[config.mk]
export PLATFORM = sky130hd
export DESIGN_NAME = fetch_controller
export DESIGN_NICKNAME = d
export VERILOG_FILES = /design/src/rtl/fetch_pkg.sv /design/src/rtl/fetch_queue.sv /design/src/rtl/fetch_controller.sv
export SDC_FILE = /design/constraint.sdc
export NUM_CORES = 1
export LEC_CHECK = 0
export CAP_MARGIN = 15
export CORE_MARGIN = 10
export CORE_UTILIZATION = 30
export DETAILED_ROUTE_END_ITERATION = 8
export GPL_TIMING_DRIVEN = 0
export HOLD_SLACK_MARGIN = 0.12
export PLACE_DENSITY = 0.46
export SLEW_MARGIN = 25
export SYNTH_ARGS = -nofsm -noshare
export SYNTH_HDL_FRONTEND = slang
export SYNTH_HIERARCHICAL = 1
export SYNTH_SLANG_ARGS = --single-unit
[constraint.sdc]
create_clock -name clk -period 7.2 [get_ports clk]
set_input_delay 2.16 -clock clk [delete_from_list [all_inputs] [get_ports clk]]
set_output_delay 2.16 -clock clk [all_outputs]
set_load 0.05 [all_outputs]
[src/rtl/fetch_pkg.sv]
// Shared types and constants for the instruction fetch controller.
// Optional bounds checking is enabled with FETCH_BOUNDS_CHECK_EN.
package fetch_pkg;
    localparam int ILEN = 32;
    localparam logic [31:0] PC_INC = 32'd4;

    typedef enum logic [1:0] {
        FETCH = 2'd0,
        HALT  = 2'd1,
        FAULT = 2'd2
    } state_t;
endpackage

[src/rtl/fetch_queue.sv]
// Synchronous FIFO of fetched {instruction, PC} pairs toward decode.
// Flush wins over push/pop; head outputs read as zero when empty.
module fetch_queue
    import fetch_pkg::*;
#(
    parameter int DEPTH = 4
) (
    input  logic                    clk,
    input  logic                    rst_n,
    input  logic                    flush,
    input  logic                    push,
    input  logic [ILEN-1:0]         push_instr,
    input  logic [31:0]             push_pc,
    input  logic                    pop,
    output logic                    head_valid,
    output logic [ILEN-1:0]         head_instr,
    output logic [31:0]             head_pc,
    output logic [$clog2(DEPTH):0]  count
);
    localparam int AW = $clog2(DEPTH);

    logic [ILEN-1:0] instr_mem [DEPTH];
    logic [31:0]     pc_mem    [DEPTH];
    logic [AW-1:0]   wr_ptr;
    logic [AW-1:0]   rd_ptr;
    logic            do_push;
    logic            do_pop;

    assign head_valid = (count != '0);
    assign do_pop     = pop && head_valid;
    // A full queue still accepts a push when the head leaves this cycle.
    assign do_push    = push && ((count != (AW+1)'(DEPTH)) || do_pop);

    always_ff @(posedge clk) begin
        if (do_push && !flush) begin
            instr_mem[wr_ptr] <= push_instr;
            pc_mem[wr_ptr]    <= push_pc;
        end
    end

    always_ff @(posedge clk or negedge rst_n) begin
        if (!rst_n) begin
            wr_ptr <= '0;
            rd_ptr <= '0;
            count  <= '0;
        end else if (flush) begin
            wr_ptr <= '0;
            rd_ptr <= '0;
            count  <= '0;
        end else begin
            if (do_push) wr_ptr <= wr_ptr + 1'b1;
            if (do_pop)  rd_ptr <= rd_ptr + 1'b1;
            count <= count + (AW+1)'(do_push) - (AW+1)'(do_pop);
        end
    end

    assign head_instr = head_valid ? instr_mem[rd_ptr] : '0;
    assign head_pc    = head_valid ? pc_mem[rd_ptr]    : '0;
endmodule

[src/rtl/fetch_controller.sv]
// Instruction fetch controller: PC sequencing, one in-flight request,
// fetch queue toward decode. FETCH_BOUNDS_CHECK_EN adds the FAULT state.
module fetch_controller
    import fetch_pkg::*;
#(
    parameter logic [31:0] RESET_PC   = 32'h0,
    parameter int          IMEM_BYTES = 1024,
    parameter int          FQ_DEPTH   = 4
) (
    input  logic        clk,
    input  logic        rst_n,
    output logic [31:0] imem_pc,
    input  logic [31:0] imem_instr,
    input  logic        imem_stop,
    input  logic        redirect_valid,
    input  logic [31:0] redirect_pc,
    output logic        fetch_valid,
    input  logic        fetch_ready,
    output logic [31:0] fetch_instr,
    output logic [31:0] fetch_pc,
`ifdef FETCH_BOUNDS_CHECK_EN
    output logic        fault,
`endif
    output logic        halted
);
    localparam int CW = $clog2(FQ_DEPTH) + 1;

    if (FQ_DEPTH < 2 || (FQ_DEPTH & (FQ_DEPTH - 1)) != 0
        || IMEM_BYTES < 4) begin : g_bad_cfg
        $error("fetch_controller: illegal parameter set");
    end

    state_t        state_q;
    state_t        state_d;
    logic [31:0]   pc_q;
    logic [31:0]   pc_d;
    logic [31:0]   inflight_pc;
    logic          inflight_q;
    logic [CW-1:0] count;
    logic [CW:0]   occ;
    logic          credit;
    logic          resp_push;
    logic          resp_stop;
    logic          oob;
    logic          issue;

    assign occ       = {1'b0, count} + {{CW{1'b0}}, inflight_q};
    assign credit    = occ < (CW+1)'(FQ_DEPTH);
    assign resp_push = inflight_q && !imem_stop && !redirect_valid;
    assign resp_stop = inflight_q && imem_stop && !redirect_valid;

`ifdef FETCH_BOUNDS_CHECK_EN
    localparam logic [31:0] PC_MAX = 32'(IMEM_BYTES - 4);
    assign oob   = pc_q > PC_MAX;
    assign fault = (state_q == FAULT);
`else
    assign oob   = 1'b0;
`endif

    // No new request in the cycle the stop word returns.
    assign issue = (state_q == FETCH) && !redirect_valid
                && !resp_stop && !oob && credit;

    assign imem_pc = pc_q;
    assign halted  = (state_q != FETCH);

    always_comb begin
        state_d = state_q;
        pc_d    = pc_q;
        unique case (1'b1)
            redirect_valid: begin
                state_d = FETCH;
                pc_d    = redirect_pc;
            end
            resp_stop: begin
                state_d = HALT;
                pc_d    = inflight_pc;
            end
            default: begin
                if (issue) begin
                    pc_d = pc_q + PC_INC;
                end else if (state_q == FETCH && oob) begin
                    state_d = FAULT;
                end
            end
        endcase
    end

    always_ff @(posedge clk or negedge rst_n) begin
        if (!rst_n) begin
            state_q     <= FETCH;
            pc_q        <= RESET_PC;
            inflight_q  <= 1'b0;
            inflight_pc <= RESET_PC;
        end else begin
            state_q    <= state_d;
            pc_q       <= pc_d;
            inflight_q <= issue;
            if (issue) inflight_pc <= pc_q;
        end
    end

    fetch_queue #(
        .DEPTH (FQ_DEPTH)
    ) u_queue (
        .clk        (clk),
        .rst_n      (rst_n),
        .flush      (redirect_valid),
        .push       (resp_push),
        .push_instr (imem_instr),
        .push_pc    (inflight_pc),
        .pop        (fetch_ready),
        .head_valid (fetch_valid),
        .head_instr (fetch_instr),
        .head_pc    (fetch_pc),
        .count      (count)
    );
endmodule

==> impl_results.md, run 1 <==
* Fin nets at roughly 1,200
* Post-CTS sizing at 0
* Number of synthesized flops with an enable pin at 256
* Min cycle time layout at about 5.7 ns
* Bufs on Longest Clock Path at 3
* DRT iter0 DRCs at roughly 470
* GRT Total Usage at 0.138
* Synth unique cells at 56
* Slew @ Worst Pin at 0.720 ns
* Dpl cell area at 0.0165 mm^2
* Initial core utilization at 0.303
* Total grt overflow at 0
* Crit path capture: u_queue/count[2]
* Die Height at between 200 and 250 um
* Psw at 0.00257 W
* Avg WL per Cell at between 20 and 25 um
* Root buffer cell: clkbuf_16
* Largest net degree at the start of global routing at 39
* Via-per-instance ratio at 4.74
* Total number of vias at approximately 8,100
* Logic pwr share at 0.356
* TritonRoute pass-1 iters at 5
* Die area at approximately 0.055 mm^2
* Sequential cell area at approximately 0.0095 mm^2
* Worst path depth at 15
* Share of layout cells above drive strength 1 at 0.215
* DRC at 0
* R2R depth at 8
* PortBufs at between 150 and 200
* Yosys Warn Count at 6
* FMAX at 174 MHz
* Antenna violations before repair at 0
* Pleak at 6.11 nW
* Main flop type after synthesis: edfxtp_1
* Crit-path max FO at 10
* First-pass GRT wire length at ~57,000 um
* CP arrival at between 6 and 7 ns
* FF-to-FF setup slack at ~4.4 ns
* Remaining antenna violation count at 0
* Clk_skew at around 0.022 ns
* Buf+Inv Stages, Crit Path at 7
* Core Footprint at between 0.04 and 0.05 mm^2
* Clock share of power at 0.275
* Worst Setup Path Type: in -> reg
* Crit. End Element: flop
* Status: finished clean
* Critical path's slowest cell: clkdlybuf4s50_1
* # Post-CTS Setup Buffers at 0
* Clock Pin Slew Worst Setup and Hold Paths at ~0.060 ns
* Clock Sink Count at between 300 and 400
* Worst setup path start: redirect_valid
* CP required at 7.61 ns
* Top-count cell post-synth: edfxtp_1
* Die W at ~230 um
* Top post-synthesis cells by area: edfxtp_1 (56%), dfrtp_1 (13%), mux4_2 (10%)
* Vias in the first global route at between 8,000 and 9,000
* HPWL Detailed at 27,000 um
* Seq cells post-synth at ~330
* Post-synth top area share at 0.560
* Routability cong. at around 0.8
* Hold Path Class: reg -> reg
* Crit-path max cell delay at approximately 0.75 ns
* Layout Cell Area excl Fill at 0.0178 mm^2
* Synthesized Nets at 900
* WL final at around 38,000 um
* Slew headroom at 0.520
* Seq/Total Area, Yosys at 0.693
* Leading area contributor after synthesis: edfxtp_1
* # fillers at ~4,300
* Hold Fails Final Rpt at 0
* Total Power at around 0.007 W
* Avg Inst Size Synth at 16.7 um^2
* Total CTS buffers at 38
* Area growth syn-to-layout at 29.3%
* RR Startpoint: inflight_q
* Clk_lat worst skew at 0.56 ns
* H-tree levels at 2
* Area of the multi-input gates at around 0.0040 mm^2
* Largest delay share family, worst path: buffers and inverters
* Ys async rst share at 0.222
* Most frequent CP cell: inv_1
* Ant. Diodes at 0
* Crit start category: input port
* IO Pins at between 150 and 200
* PwrDens at just under 400 mW/mm^2
* Final Util at 0.392
* Worst IR Drop VDD at roughly 0.00026 V
* CTS tree: yes
* Row Count at 78
* Post-synthesis cell count at roughly 820
* Flop pwr share at 0.370
* Most frequent cells after synthesis: edfxtp_1 (256), dfrtp_1 (73), and2_1 (67), mux4_2 (64), nand2_1 (60)
* Final setup viols at 0
* RSZ-0062 raised after global routing: false
* Fin crit share at 0.797
* Hold Buf Count CTS at 0
* Final slew viol count at 0
* Post-synthesis instance area at approximately 0.014 mm^2
* Critical path cell sequence: clkdlybuf4s50_1 -> clkbuf_1 -> buf_1 -> buf_2 -> nor3b_1 -> o41a_1 -> inv_1 -> ha_1 -> inv_1 -> ha_1 -> inv_1 -> fa_1 -> xnor2_1 -> xnor2_1 -> nor2_1
* Setup tns final at 0 ns
* Internal power at about 0.0044 W
* Number of max-cap violations at 0
* Switching fraction of total power at 0.368
* Worst reg2reg endpoint: u_queue/instr_mem[1][10]
-- state kept, by name, indices dropped and copies added, names as in the netlist --
| name | flops |
|---|---|
| u_queue/rd_ptr | 2 |
| u_queue/wr_ptr | 2 |
| state_q | 1 |
| imem_pc | 32 |
| inflight_q | 1 |
| inflight_pc | 32 |
| u_queue/pc_mem | 128 |
| u_queue/count | 3 |
| u_queue/instr_mem | 128 |
-- kinds of logic (layout without fill, tap and decap cells) --
logic type | count (synthesis) | after routing | share of synthesized area
flip-flops | 329 | 329 | 0.693
AND/OR/NAND/NOR | 225 | 225 | 0.0927
AO/OA/AOI/OAI | 101 | 101 | 0.0483
multiplexers | 98 | 98 | 0.133
buffers and inverters | 51 | 330 | 0.0190
XOR/XNOR | 11 | 11 | 0.00701
adder cells (fa/ha/maj) | 8 | 8 | 0.00783
-- worst min path at each step --
| stage | start | end | slack (ns) | cells past startpoint |
|---|---|---|---|---|
| 2_1_floorplan | inflight_pc[11] | u_queue/pc_mem[0][11] | 0.48 | 0 |
| 3_3_place_gp | inflight_pc[14] | u_queue/pc_mem[2][14] | 0.52 | 0 |
| 4_1_cts | imem_pc[0] | inflight_pc[0] | 0.54 | 1 |
| 3_5_place_dp | imem_pc[0] | inflight_pc[0] | 0.53 | 1 |
| 6_report | inflight_pc[14] | u_queue/pc_mem[2][14] | 0.54 | 0 |
| 5_1_grt | inflight_pc[14] | u_queue/pc_mem[2][14] | 0.58 | 0 |
-- power groups by stage --
| stage | logic, W | registers (W) | clock network [W] |
|---|---|---|---|
| final | 0.00248 | 0.00258 | 0.00192 |
| after global routing | 0.00265 | 0.00262 | 0.00206 |
| after CTS | 0.00255 | 0.00259 | 0.00198 |
| after detailed placement | 0.00255 | 0.00262 | 0 |
| after global placement | 0.00253 | 0.00262 | 0 |
| after floorplan | 0.00156 | 0.00265 | 0 |
-- stage by stage --
stage	hold slack, ns	worst slack [ns]	cells
after floorplan	0.484	-1.32	823
after detailed placement	0.531	0.864	1633
after global routing	0.579	1.19	1702
after global placement	0.516	-7.67	1589
final	0.542	1.46	1702
after CTS	0.545	1.43	1702
-- final cells by class --
cell class	count	share of cell area
plain buffers	41	0.0126
clock buffers	49	0.0570
clock inverters	20	0.0123
inverters	10	0.00211
multi-input cells	443	0.224
flip-flops and latches	329	0.536
well taps	600	0.0423
repair buffers	210	0.114
-- per-layer routing --
layer	GRT usage	up-vias	wire length, um
met1	0.179	4090	16400
met3	0.0309	52	2110
met2	0.228	194	18300
met4	0.0425	0	813
li1	-	3725	-
met5	0	-	0
-- cells in the final DEF (no fill, tap or decap), drive strengths merged, types with 8 or more instances in the layout --
master	netlist	layout
a21oi	39	39
a22oi	8	8
a2bb2oi	9	9
and2	68	68
buf	29	74
clkbuf	12	61
clkdlybuf4s50	0	165
clkinv	0	13
dfrtp	73	73
edfxtp	256	256
inv	10	12
mux2	31	31
mux4	64	64
nand2	61	61
nand3	17	17
nand4	10	10
nor2	19	19
nor2b	9	9
nor3	8	8
nor3b	14	14
o21ai	22	22
-- worst reg2reg max path, stage by stage, from the launching register on --
cell and delay [ns]:
dfrtp_1 0.47, nor3b_1 0.27, o41a_1 0.29, inv_1 0.16
nor3b_2 0.49, buf_4 0.28, buf_6 0.16, buf_4 0.19
buf_4 0.18
Note: power is estimated with default switching activity, not from simulation.
==> run 2, diff against run 1 <==
Clock period 7.2 ns to 5.8 ns, I/O delays scaled along.
==> impl_results.md, run 2 (synthesis gave the netlist of run 1 again) <==
* Most common cell after layout, fill and taps aside: edfxtp_1
* Commonest non-fill, non-tap cells in the layout: edfxtp_1 (256), clkdlybuf4s50_1 (165), dfrtp_1 (73), and2_1 (67), mux4_2 (64)
* Worst Setup Path Type: in -> reg
* Crit-path max FO at 10
* Die Height at approximately 230 um
* Clock Pin Slew Worst Setup and Hold Paths at approximately 0.060 ns
* Biggest regs: u_queue/instr_mem (128), u_queue/pc_mem (128)
* Slew headroom at 0.507
* Hold_ws at 0.542 ns
* Hold Buf Count CTS at 0
* Largest net degree at the start of global routing at 47
* Routability cong. at between 0.8 and 0.9
* Most frequent CP cell: inv_1
* Final setup viols at 0
* Pleak at approximately 6 nW
* Total grt overflow at 0
* RSZ-0062 raised after global routing: false
* # Post-CTS Setup Buffers at 0
* Die area at about 0.055 mm^2
* Total number of vias at around 8,000
* Fin nets at 1,133
* PwrDens at 487 mW/mm^2
* Initial core utilization at 0.303
* Hold Path Class: reg -> reg
* Ant. Diodes at 0
* Clk_lat worst skew at between 0.5 and 0.6 ns
* Vias in the first global route at between 8,000 and 9,000
* Met3 usage at 0.0382
* DRT iter0 DRCs at between 600 and 700
* Antenna violations before repair at 0
* Area growth syn-to-layout at 29.5%
* M1 GR Usage at 0.179
* Worst IR Drop VDD at roughly 0.00022 V
* TritonRoute pass-1 iters at 5
* CP required at roughly 6.2 ns
* FF-to-FF setup slack at 2.96 ns
* H-tree levels at 2
* Root buffer cell: clkbuf_16
* Total CTS buffers at 38
* Avg WL per Cell at around 22 um
* Final slew viol count at 0
* Bufs on Longest Clock Path at 3
* Crit start category: input port
* WL final at between 30,000 and 40,000 um
* Row Count at 78
* Total Power at ~0.0087 W
* PortBufs at around 170
* Via-per-instance ratio at around 4.8
* Slew @ Worst Pin at ~0.74 ns
* First-pass GRT wire length at around 56,000 um
* Crit-path max cell delay at about 0.8 ns
* Clock Sink Count at 329
* HPWL Detailed at 26,400 um
* M2 GR Usage at 0.221
* Critical path's slowest cell: clkdlybuf4s50_1
* Status: finished clean
* FMAX at around 180 MHz
* Die W at 234 um
* DRC at 0
* IO Pins at ~170
* Critical path cell sequence: clkdlybuf4s50_1 -> clkbuf_1 -> buf_1 -> buf_2 -> nor3b_1 -> o41a_1 -> inv_1 -> ha_1 -> inv_1 -> ha_1 -> inv_1 -> fa_1 -> xnor2_1 -> xnor2_1 -> nor2_1
* Fin crit share at 0.951
* Clk_skew at 0.0156 ns
* Min cycle time layout at around 5.5 ns
* CTS tree: yes
* Crit. End Element: flop
* Hold Fails Final Rpt at 0
* Number of max-cap violations at 0
* Core Footprint at approximately 0.045 mm^2
* Share of layout cells above drive strength 1 at 0.206
* CP arrival at approximately 5.9 ns
* Gr busiest metal: met2
* Remaining antenna violation count at 0
* GRT Total Usage at 0.137
* Post-CTS sizing at 0
## run 2: worst paths after layout
path	startpoint	to	depth (start not counted)
min in group asynchronous	rst_n	imem_pc[30]	1
worst max register to register	u_queue/count[2]	u_queue/count[2]	11
worst max-delay path	redirect_valid	u_queue/count[2]	15
worst min register to register	inflight_pc[8]	u_queue/pc_mem[3][8]	0
max in group asynchronous	rst_n	inflight_pc[12]	2
worst min-delay path	inflight_pc[8]	u_queue/pc_mem[3][8]	0
## run 2: through the flow
step                instance area (um^2)  cells  TNS [ns]  worst slack (ns)  utilization
finish                             17800   1683         0             0.287        0.393
global route                       17800   1683         0            0.0209        0.393
floorplan                          13800    823    -12.97           -0.0507            -
detailed placement                 16500   1616     -2.83            -0.307        0.365
global placement                   16200   1589  -1047.29             -4.21        0.357
CTS                                17800   1683         0             0.263        0.393
## run 2: metal layers
metal | routed length, um | part of all wire | vias to the layer above
met1 | 16400 | 0.44 | 4087
met3 | 2240 | 0.060 | 55
met2 | 17800 | 0.48 | 212
li1 | - | - | 3683
met4 | 765 | 0.021 | 0
met5 | 0 | 0 | -
## run 2: power breakdown
part           internal, W  leakage (nW)  switching [W]
combinational      0.00119          2.22        0.00190
clock              0.00143         0.615       0.000935
sequential         0.00287          3.25       0.000338
## run 2: final cells by class
class / instances / area [um^2]
inverter: 10 / 37.5
fill: 4268 / 27500
clock buffer: 45 / 1060
buffer: 41 / 224
multi-input combinational: 443 / 4010
tap: 600 / 751
sequential: 329 / 9510
timing repair buffer: 193 / 2010
clock inverter: 22 / 185
## run 2: worst max-delay path: cells and delay by family
family / cells / cell delay [ns]
fa+ha+maj: 3 / 0.80
xor+xnor: 2 / 0.32
simple gates: 2 / 0.17
compound gates: 1 / 0.17
buf+inv: 7 / 2.67
